<file path="config.mk">
export PLATFORM = sky130hd
export DESIGN_NAME = pipe_stage_elastic
export DESIGN_NICKNAME = d
export VERILOG_FILES = /design/src/rtl/cpu_pipe_pkg.sv /design/src/rtl/pipe_stage_elastic.sv
export SDC_FILE = /design/constraint.sdc
export NUM_CORES = 1
export LEC_CHECK = 0
export CAP_MARGIN = 20
export CORE_ASPECT_RATIO = 1.2
export CORE_MARGIN = 3
export CORE_UTILIZATION = 30
export CTS_CLUSTER_SIZE = 25
export DETAILED_ROUTE_END_ITERATION = 8
export DONT_BUFFER_PORTS = 1
export HOLD_SLACK_MARGIN = 0.05
export PLACE_DENSITY_LB_ADDON = 0.08
export REMOVE_ABC_BUFFERS = 1
export SETUP_SLACK_MARGIN = 0.3
export SYNTH_ARGS = -nofsm -noshare
export SYNTH_HDL_FRONTEND = slang
export SYNTH_SLANG_ARGS = --single-unit
export TNS_END_PERCENT = 5
</file>
<file path="constraint.sdc">
create_clock -name clk -period 2.6 [get_ports clk]
set_input_delay 0.52 -clock clk [delete_from_list [all_inputs] [get_ports clk]]
set_output_delay 0.52 -clock clk [all_outputs]
set_load 0.05 [all_outputs]
</file>
<file path="src/rtl/cpu_pipe_pkg.sv">
// Shared definitions for elastic CPU pipeline stages: state encoding, bubble
// control value and the default control-field layout used to build in_ctrl.
package cpu_pipe_pkg;

    localparam int unsigned ST_W = 2;
    localparam logic [ST_W-1:0] ST_EMPTY = 2'd0;
    localparam logic [ST_W-1:0] ST_ONE   = 2'd1;
    localparam logic [ST_W-1:0] ST_FULL  = 2'd2;

    localparam int unsigned CTRL_DEFAULT_W = 8;
    localparam logic [CTRL_DEFAULT_W-1:0] CTRL_RST_DEFAULT = '0;

    // Bit offsets into the default 8-bit control payload
    localparam int unsigned CTRL_REG_WRITE  = 0;
    localparam int unsigned CTRL_MEM_READ   = 1;
    localparam int unsigned CTRL_MEM_WRITE  = 2;
    localparam int unsigned CTRL_MEM_TO_REG = 3;
    localparam int unsigned CTRL_RD_LSB     = 4;
    localparam int unsigned CTRL_RD_W       = 4;

    typedef struct packed {
        logic [CTRL_RD_W-1:0] rd_addr;
        logic                 mem_to_reg;
        logic                 mem_write;
        logic                 mem_read;
        logic                 reg_write;
    } ctrl_t;

endpackage

</file>
<file path="src/rtl/pipe_stage_elastic.sv">
// Flow-controlled pipeline register with optional 2-entry skid buffer, flush
// and occupancy. With SKID_EN = 0, in_ready depends combinationally on out_ready.
module pipe_stage_elastic
    import cpu_pipe_pkg::*;
#(
    parameter int unsigned       DATA_W   = 32,
    parameter int unsigned       CTRL_W   = 8,
    parameter logic [CTRL_W-1:0] CTRL_RST = CTRL_W'(CTRL_RST_DEFAULT),
    parameter bit                SKID_EN  = 1'b1
) (
    input  logic              clk,
    input  logic              reset,
    input  logic              in_valid,
    output logic              in_ready,
    input  logic [DATA_W-1:0] in_data,
    input  logic [CTRL_W-1:0] in_ctrl,
    input  logic              flush,
    output logic              out_valid,
    input  logic              out_ready,
    output logic [DATA_W-1:0] out_data,
    output logic [CTRL_W-1:0] out_ctrl,
    output logic [1:0]        occupancy
);

    logic [ST_W-1:0]   state;
    logic [ST_W-1:0]   state_nxt;
    logic              rdy_q;
    logic              accept;
    logic              send;
    logic              load_main_in;
    logic              load_main_skid;
    logic              load_skid;
    logic              clear_ctrl;
    logic [DATA_W-1:0] main_data;
    logic [CTRL_W-1:0] main_ctrl;
    logic [DATA_W-1:0] skid_data;
    logic [CTRL_W-1:0] skid_ctrl;

    assign out_valid = (state != ST_EMPTY);
    assign out_data  = main_data;
    assign out_ctrl  = main_ctrl;
    assign occupancy = state;

    // Without a skid entry the stage can only accept when main drains this cycle
    assign in_ready = SKID_EN ? rdy_q : (rdy_q && (out_ready || !out_valid));

    assign accept = in_valid && in_ready;
    assign send   = out_valid && out_ready;

    // Next-state and entry load decisions
    always_comb begin
        state_nxt      = state;
        load_main_in   = 1'b0;
        load_main_skid = 1'b0;
        load_skid      = 1'b0;
        clear_ctrl     = 1'b0;
        if (flush) begin
            state_nxt  = ST_EMPTY;
            clear_ctrl = 1'b1;
        end else begin
            case (state)
                ST_EMPTY: begin
                    if (accept) begin
                        state_nxt    = ST_ONE;
                        load_main_in = 1'b1;
                    end
                end
                ST_ONE: begin
                    if (accept && send) begin
                        load_main_in = 1'b1;
                    end else if (accept && SKID_EN) begin
                        state_nxt = ST_FULL;
                        load_skid = 1'b1;
                    end else if (send) begin
                        state_nxt  = ST_EMPTY;
                        clear_ctrl = 1'b1;
                    end
                end
                ST_FULL: begin
                    if (send) begin
                        state_nxt      = ST_ONE;
                        load_main_skid = 1'b1;
                    end
                end
                default: begin
                    state_nxt  = ST_EMPTY;
                    clear_ctrl = 1'b1;
                end
            endcase
        end
    end

    // State and registered ready; ready stays low until the first edge after reset
    always_ff @(posedge clk or negedge reset) begin
        if (!reset) begin
            state <= ST_EMPTY;
            rdy_q <= 1'b0;
        end else begin
            state <= state_nxt;
            rdy_q <= (state_nxt != ST_FULL);
        end
    end

    // Main entry: data is left stale when emptied, control returns to the bubble
    always_ff @(posedge clk or negedge reset) begin
        if (!reset) begin
            main_data <= '0;
            main_ctrl <= CTRL_RST;
        end else if (load_main_in) begin
            main_data <= in_data;
            main_ctrl <= in_ctrl;
        end else if (load_main_skid) begin
            main_data <= skid_data;
            main_ctrl <= skid_ctrl;
        end else if (clear_ctrl) begin
            main_ctrl <= CTRL_RST;
        end
    end

    always_ff @(posedge clk or negedge reset) begin
        if (!reset) begin
            skid_data <= '0;
            skid_ctrl <= CTRL_RST;
        end else if (load_skid) begin
            skid_data <= in_data;
            skid_ctrl <= in_ctrl;
        end
    end

endmodule

</file>
==> results.tsv, run 1 <==
stage	metric	value	unit
run_status	status	complete, but fails checks	
run_status	violations	negative hold slack	
critical_path	crit_path_cell_trace	buf_4 -> or2_2	
die	fp.dieH	122	um
grt	grt_pass1_wl	12500	um
detailed_routing	top_layer	met4	
die	boundaryPins	89	
clock_network	cts_resized	0	
clock_network	clk_pin_slew	60	ps
placed_design	routabilityCongestion	0.713	
layout	syn_to_final_growth	15.0	%
timing	finalCriticalPeriod	1950	ps
clock_network	clk_latency	330	ps
critical_path	crit_type	flip-flop to primary output	
flow_run	maxCapViolCount	0	
detailed_routing	finalWirelength	7760	um
synthesis	synth-edff-count	0	
critical_path	r2r_start	occupancy[0]	
critical_path	cp_top_family	flip-flops	
critical_path	slowest_delay	450	ps
detailed_routing	ant_nets	0	
clock_network	cts_buffers	9	
critical_path	ff2ff_path_depth	4	
layout	antenna_cells	0	
grt	grt_pass1_vias	2232	
timing	hold_slack	-113	ps
synthesis	ys_ff_latch	83	
placed_design	hpwlAfterDp	4850	um
detailed_routing	dr.first_iter.drc_count	105	
detailed_routing	dr.pass1.iters	6	
layout	final_area	3860	um^2
synthesis	yosys.cell_types.count	26	
pwr	sequentialPowerShare	57.2	%
pwr	ir_drop	0.313	mV
grt	grt.total_usage	13.3	%
detailed_routing	route.met2.wl	3830	um
synthesis	synthArstFlopShare	100	%
synthesis	synth_sequential_area_ratio	61.9	%
critical_path	ff2ff_setup_slack	910	ps
timing	relSlewSlack	64.6	%
critical_path	timing.rr.end	skid_data[17]	
timing	hold_viol_final	83	
pwr	internal-power	0.00250	W
clock_network	cts_tree	done	
timing	rsz0062_at_grt	no	
clock_network	cts_setup_buffers	0	
placed_design	post_dp_cell_area	3560	um^2
timing	final_max_slew_viol_count	0	
grt	grt_start_max_net_pins	84	
synthesis	synth.avg_cell_area	12.4	um^2
clock_network	cts_sinks	83	
die	dieArea	12500	um^2
timing	fin_crit_sh	75.1	%
detailed_routing	wl_met3	555	um
pwr	switching_share	32.1	%
die	core-area	10700	um^2
pwr	p_sw	0.00118	W
pwr	p_leak	1.85	nW
critical_path	crit_path_start_kind	flip-flop	
hold_path	hold_class	input port to async pin	
pwr	p_comb_share	9.0	%
pwr	clkPwrFrac	33.8	%
layout	drive_gt1_share	12.5	%
die	die_w	103	um
synthesis	synthCells	271	
critical_path	crit_arrival	1430	ps
grt	antenna_found_initial	0	
clock_network	root_buffer	clkbuf_16	
layout	post-route-util	36.0	%
timing	setup_ws	648	ps
detailed_routing	wl_per_cell	18.9	um
timing	tightest_slew	531	ps
critical_path	cpMaxStageDelayCell	dfrtp_1	
die	initial_core_util	31.3	%
synthesis	synth_top_flop_cell	dfrtp_1	
timing	setup_viol	0	
layout	nNetsFinal	321	
die	rows	41	
detailed_routing	vias_per_cell	5.01	
detailed_routing	drc	0	
critical_path	critical_path_buf_inv_count	1	
pwr	finalPower	0.00369	W
detailed_routing	wl_met1	3260	um
synthesis	ys.warnings.count	0	
clock_network	htreeDepth	3	
layout	mostFrequentLayoutCells	dfrtp_1, nand2_1, mux2_1	
clock_network	clockBufferDepth	2	
detailed_routing	num_vias	2053	
critical_path	cp.required	2080	ps
layout	final_common_cell	dfrtp_1	
critical_path	path_max_fanout	7	
critical_path	endpoint_kind	primary output	
pwr	p_per_area	954	nW/um^2
placed_design	portBuffers	0	
placed_design	pre_cts_ws	871	ps
timing	max_freq	512	MHz
grt	grt-ovfl-total	0	
synthesis	syn_area	3360	um^2
timing	skew	8.16	ps
[synth_stat cells (8+ instances only)]
| library cell | number | share of area, % |
|---|---|---|
| inv_1 | 9 | 1.0 |
| a22oi_1 | 32 | 7.2 |
| nand2_1 | 65 | 7.3 |
| a222oi_1 | 8 | 2.4 |
| mux2_1 | 39 | 13 |
| buf_2 | 16 | 2.4 |
| dfrtp_1 | 83 | 62 |
[flip-flops by register name, summed over array words and instances, names as in the netlist]
| name | flops |
|---|---|
| skid_ctrl | 8 |
| occupancy | 2 |
| out_ctrl | 8 |
| in_ready | 1 |
| out_data | 32 |
| skid_data | 32 |
[area by class of cell]
class                   count  area, um^2
clock buffers              13         280
repair buffers             11        82.6
multi-input cells         162        1210
clock inverters             3        20.0
inverters                   9        33.8
fillers                  1037        6860
flip-flops and latches     83        2080
well taps                 129         161
[worst max-delay path by stage]
stage | end | depth (start not counted) | slack (ps) | startpoint
5_1_grt | out_valid | 2 | 600 | occupancy[1]
2_1_floorplan | out_data[0] | 4 | -2460 | occupancy[1]
3_5_place_dp | skid_data[10] | 4 | 870 | out_ready
4_1_cts | out_valid | 2 | 630 | occupancy[1]
3_3_place_gp | skid_data[18] | 4 | 910 | out_ready
6_report | out_valid | 2 | 650 | occupancy[1]
[power groups by stage]
| stage | clock (W) | sequential, W | combinational (W) |
|---|---|---|---|
| final | 0.00125 | 0.00211 | 0.000332 |
| after CTS | 0.00131 | 0.00211 | 0.000341 |
| after detailed placement | 0 | 0.00214 | 0.000339 |
| after global placement | 0 | 0.00213 | 0.000327 |
| after floorplan | 0 | 0.00209 | 0.000266 |
| after global routing | 0.00136 | 0.00215 | 0.000385 |
[cell families after synthesis]
kind of cell,share of synthesized area (%)
AO/OA/AOI/OAI,11.2
buffers and inverters,3.50
flip-flops,61.9
AND/OR/NAND/NOR,9.73
multiplexers,13.7
[layer usage]
layer | vias to the layer above | GRT usage (%)
li1 | 968 | -
met1 | 1026 | 16.0
met4 | 0 | 7.05
met3 | 6 | 4.18
met5 | - | 0
met2 | 53 | 21.0
[metrics by stage]
| step | TNS (ps) | hold WS (ps) | std cells |
|---|---|---|---|
| CTS | 0 | -137 | 410 |
| floorplan | -94030 | 224 | 254 |
| finish | 0 | -113 | 410 |
| global placement | 0 | 226 | 394 |
| global route | 0 | -137 | 410 |
| detailed placement | 0 | 227 | 394 |
Note: power is estimated with default switching activity, not from simulation.
==> run 2: changes to the inputs <==
==> constraint.sdc (replaced) <==
create_clock -name clk -period 2 [get_ports clk]
set_input_delay 0.4 -clock clk [delete_from_list [all_inputs] [get_ports clk]]
set_output_delay 0.4 -clock clk [all_outputs]
set_load 0.05 [all_outputs]
==> results.tsv, run 2 (synthesized netlist as in run 1, its figures left out) <==
stage	metric	value	unit	change
grt	grt_start_max_net_pins	84		unchanged
detailed_routing	ant_nets	0		unchanged
clock_network	clockBufferDepth	2		unchanged
layout	final_cells	411		+0.24%
placed_design	portBuffers	0		unchanged
detailed_routing	wl_per_cell	19.4	um	+2.8%
pwr	ir_drop	0.497	mV	+59%
timing	tightest_slew	525	ps	-5.70 ps
timing	finalCriticalPeriod	1690	ps	
die	dieArea	12500	um^2	unchanged
pwr	finalPower	0.00482	W	+31%
grt	grt.total_usage	13.8	%	+0.50 points
critical_path	cp.required	1600	ps	-480 ps
timing	hold_viol_final	83		unchanged
detailed_routing	finalWirelength	7990	um	+3.1%
die	rows	41		unchanged
detailed_routing	vias_per_cell	5.02		+0.19%
grt	grt_pass1_wl	12800	um	+2.7%
pwr	p_leak	1.87	nW	+0.87%
run_status	status	complete, but fails checks		
die	fp.dieH	122	um	unchanged
clock_network	root_buffer	clkbuf_16		
layout	antenna_cells	0		unchanged
hold_path	hold_class	input port to async pin		
die	core-area	10700	um^2	unchanged
clock_network	cts_sinks	83		unchanged
placed_design	pre_cts_ws	320	ps	-551 ps
critical_path	crit_arrival	1290	ps	-140 ps
run_status	violations	negative hold slack		
pwr	p_per_area	1240	nW/um^2	+30%
timing	fin_crit_sh	84.3	%	
flow_run	maxCapViolCount	0		unchanged
layout	nFillCells	1074		+3.6%
timing	max_freq	593	MHz	
critical_path	crit_type	flip-flop to primary output		
layout	mostFrequentLayoutCells	dfrtp_1, nand2_1, mux2_1		
critical_path	endpoint_kind	primary output		
grt	grt-ovfl-total	0		unchanged
detailed_routing	num_vias	2062		+0.44%
timing	rsz0062_at_grt	yes		
die	die_w	103	um	unchanged
detailed_routing	drc	0		unchanged
die	boundaryPins	89		unchanged
critical_path	crit_path_start_kind	flip-flop		
placed_design	routabilityCongestion	0.649		-9.0%
timing	setup_ws	315	ps	-333 ps
placed_design	dp.cells	394		unchanged
clock_network	cts_buffers	9		unchanged
timing	final_max_slew_viol_count	0		unchanged
timing	setup_viol	0		unchanged
die	initial_core_util	31.3	%	unchanged
grt	grt_pass1_vias	2255		+1.0%
timing	hold_slack	-242	ps	-129 ps
grt	antenna_found_initial	0		unchanged
layout	drive_gt1_share	12.4	%	-0.044 points
clock_network	clk_latency	330	ps	about the same
clock_network	clk_pin_slew	60	ps	about the same
critical_path	path_max_fanout	6		-1
layout	final_common_cell	dfrtp_1		
timing	skew	5.65	ps	-2.52 ps
clock_network	htreeDepth	3		unchanged
layout	syn_to_final_growth	16.2	%	
placed_design	hpwlAfterDp	4990	um	+3.0%
detailed_routing	dr.first_iter.drc_count	80		-24%
layout	nNetsFinal	322		+0.31%
detailed_routing	dr.pass1.iters	4		-2
timing	relSlewSlack	65.0	%	+0.38 points
clock_network	cts_tree	done		
## run 2: changes by cell type in the layout (fill, tap and decap cells not counted), moves of 2 or more
cell / before / now
clkbuf_8: 4 / 1
clkinvlp_4: 2 / 0
buf_6: 0 / 2
buf_12: 0 / 2
buf_4: 11 / 8
clkbuf_1: 0 / 4
## run 2: final timing paths
check / slack (ps) / cells after the start / to / startpoint
hold reg to reg: 490 / 1 / skid_data[4] / skid_data[4]
setup reg to reg: 360 / 4 / skid_ctrl[7] / occupancy[0]
setup / recovery: 310 / 2 / out_valid / occupancy[1]
min in group clk: 130 / 1 / occupancy[0] / flush
hold / removal: -240 / 0 / out_data[26] / reset
max in group asynchronous: 2100 / 0 / occupancy[1] / reset
## run 2: area by class of cell
class / instances / area [um^2] / area share, %
Clock inverter: 2 / 35.0 / 0.898
Clock buffer: 14 / 254 / 6.51
Tap cell: 129 / 161 / 4.14
Inverter: 9 / 33.8 / 0.866
Sequential cell: 83 / 2080 / 53.3
Multi-Input combinational cell: 162 / 1220 / 31.2
Timing Repair Buffer: 12 / 123 / 3.14
## run 2: worst max-delay path, stage by stage (launching register included)
cell and delay, ps:
dfrtp_2 440, buf_6 180, or2_4 330
## run 2: timing repair
action / in CTS / in global routing
gates resized for setup: 3 / 3
endpoints found under the setup margin: 1 / 49
pin swaps: 1 / 0
setup buffers: 1 / 0
hold endpoints to repair: 83 / 83
## run 2: routing by layer
metal | vias up | GRT usage [%] | share of wire, % | wire length [um]
li1 | 971 | - | - | -
met1 | 1022 | 16.6 | 41 | 3280
met2 | 59 | 22.1 | 50 | 3970
met3 | 10 | 5.21 | 7.4 | 593
met4 | 0 | 5.66 | 1.9 | 150
met5 | - | 0 | 0 | 0
## run 2: stage by stage
step	setup TNS, ps	util, %	cell area (um^2)
CTS	0	36.3	3890
global route	0	36.4	3900
finish	0	36.4	3900
floorplan	-137250	-	3270
detailed placement	0	33.4	3590
global placement	0	33.4	3590
## run 2: power by group
| part | switching [W] | leakage [nW] | total [W] | internal [W] |
|---|---|---|---|---|
| clock | 0.000636 | 0.141 | 0.00164 | 0.00100 |
| sequential | 0.000690 | 1.03 | 0.00274 | 0.00205 |
| combinational | 0.000208 | 0.697 | 0.000445 | 0.000237 |
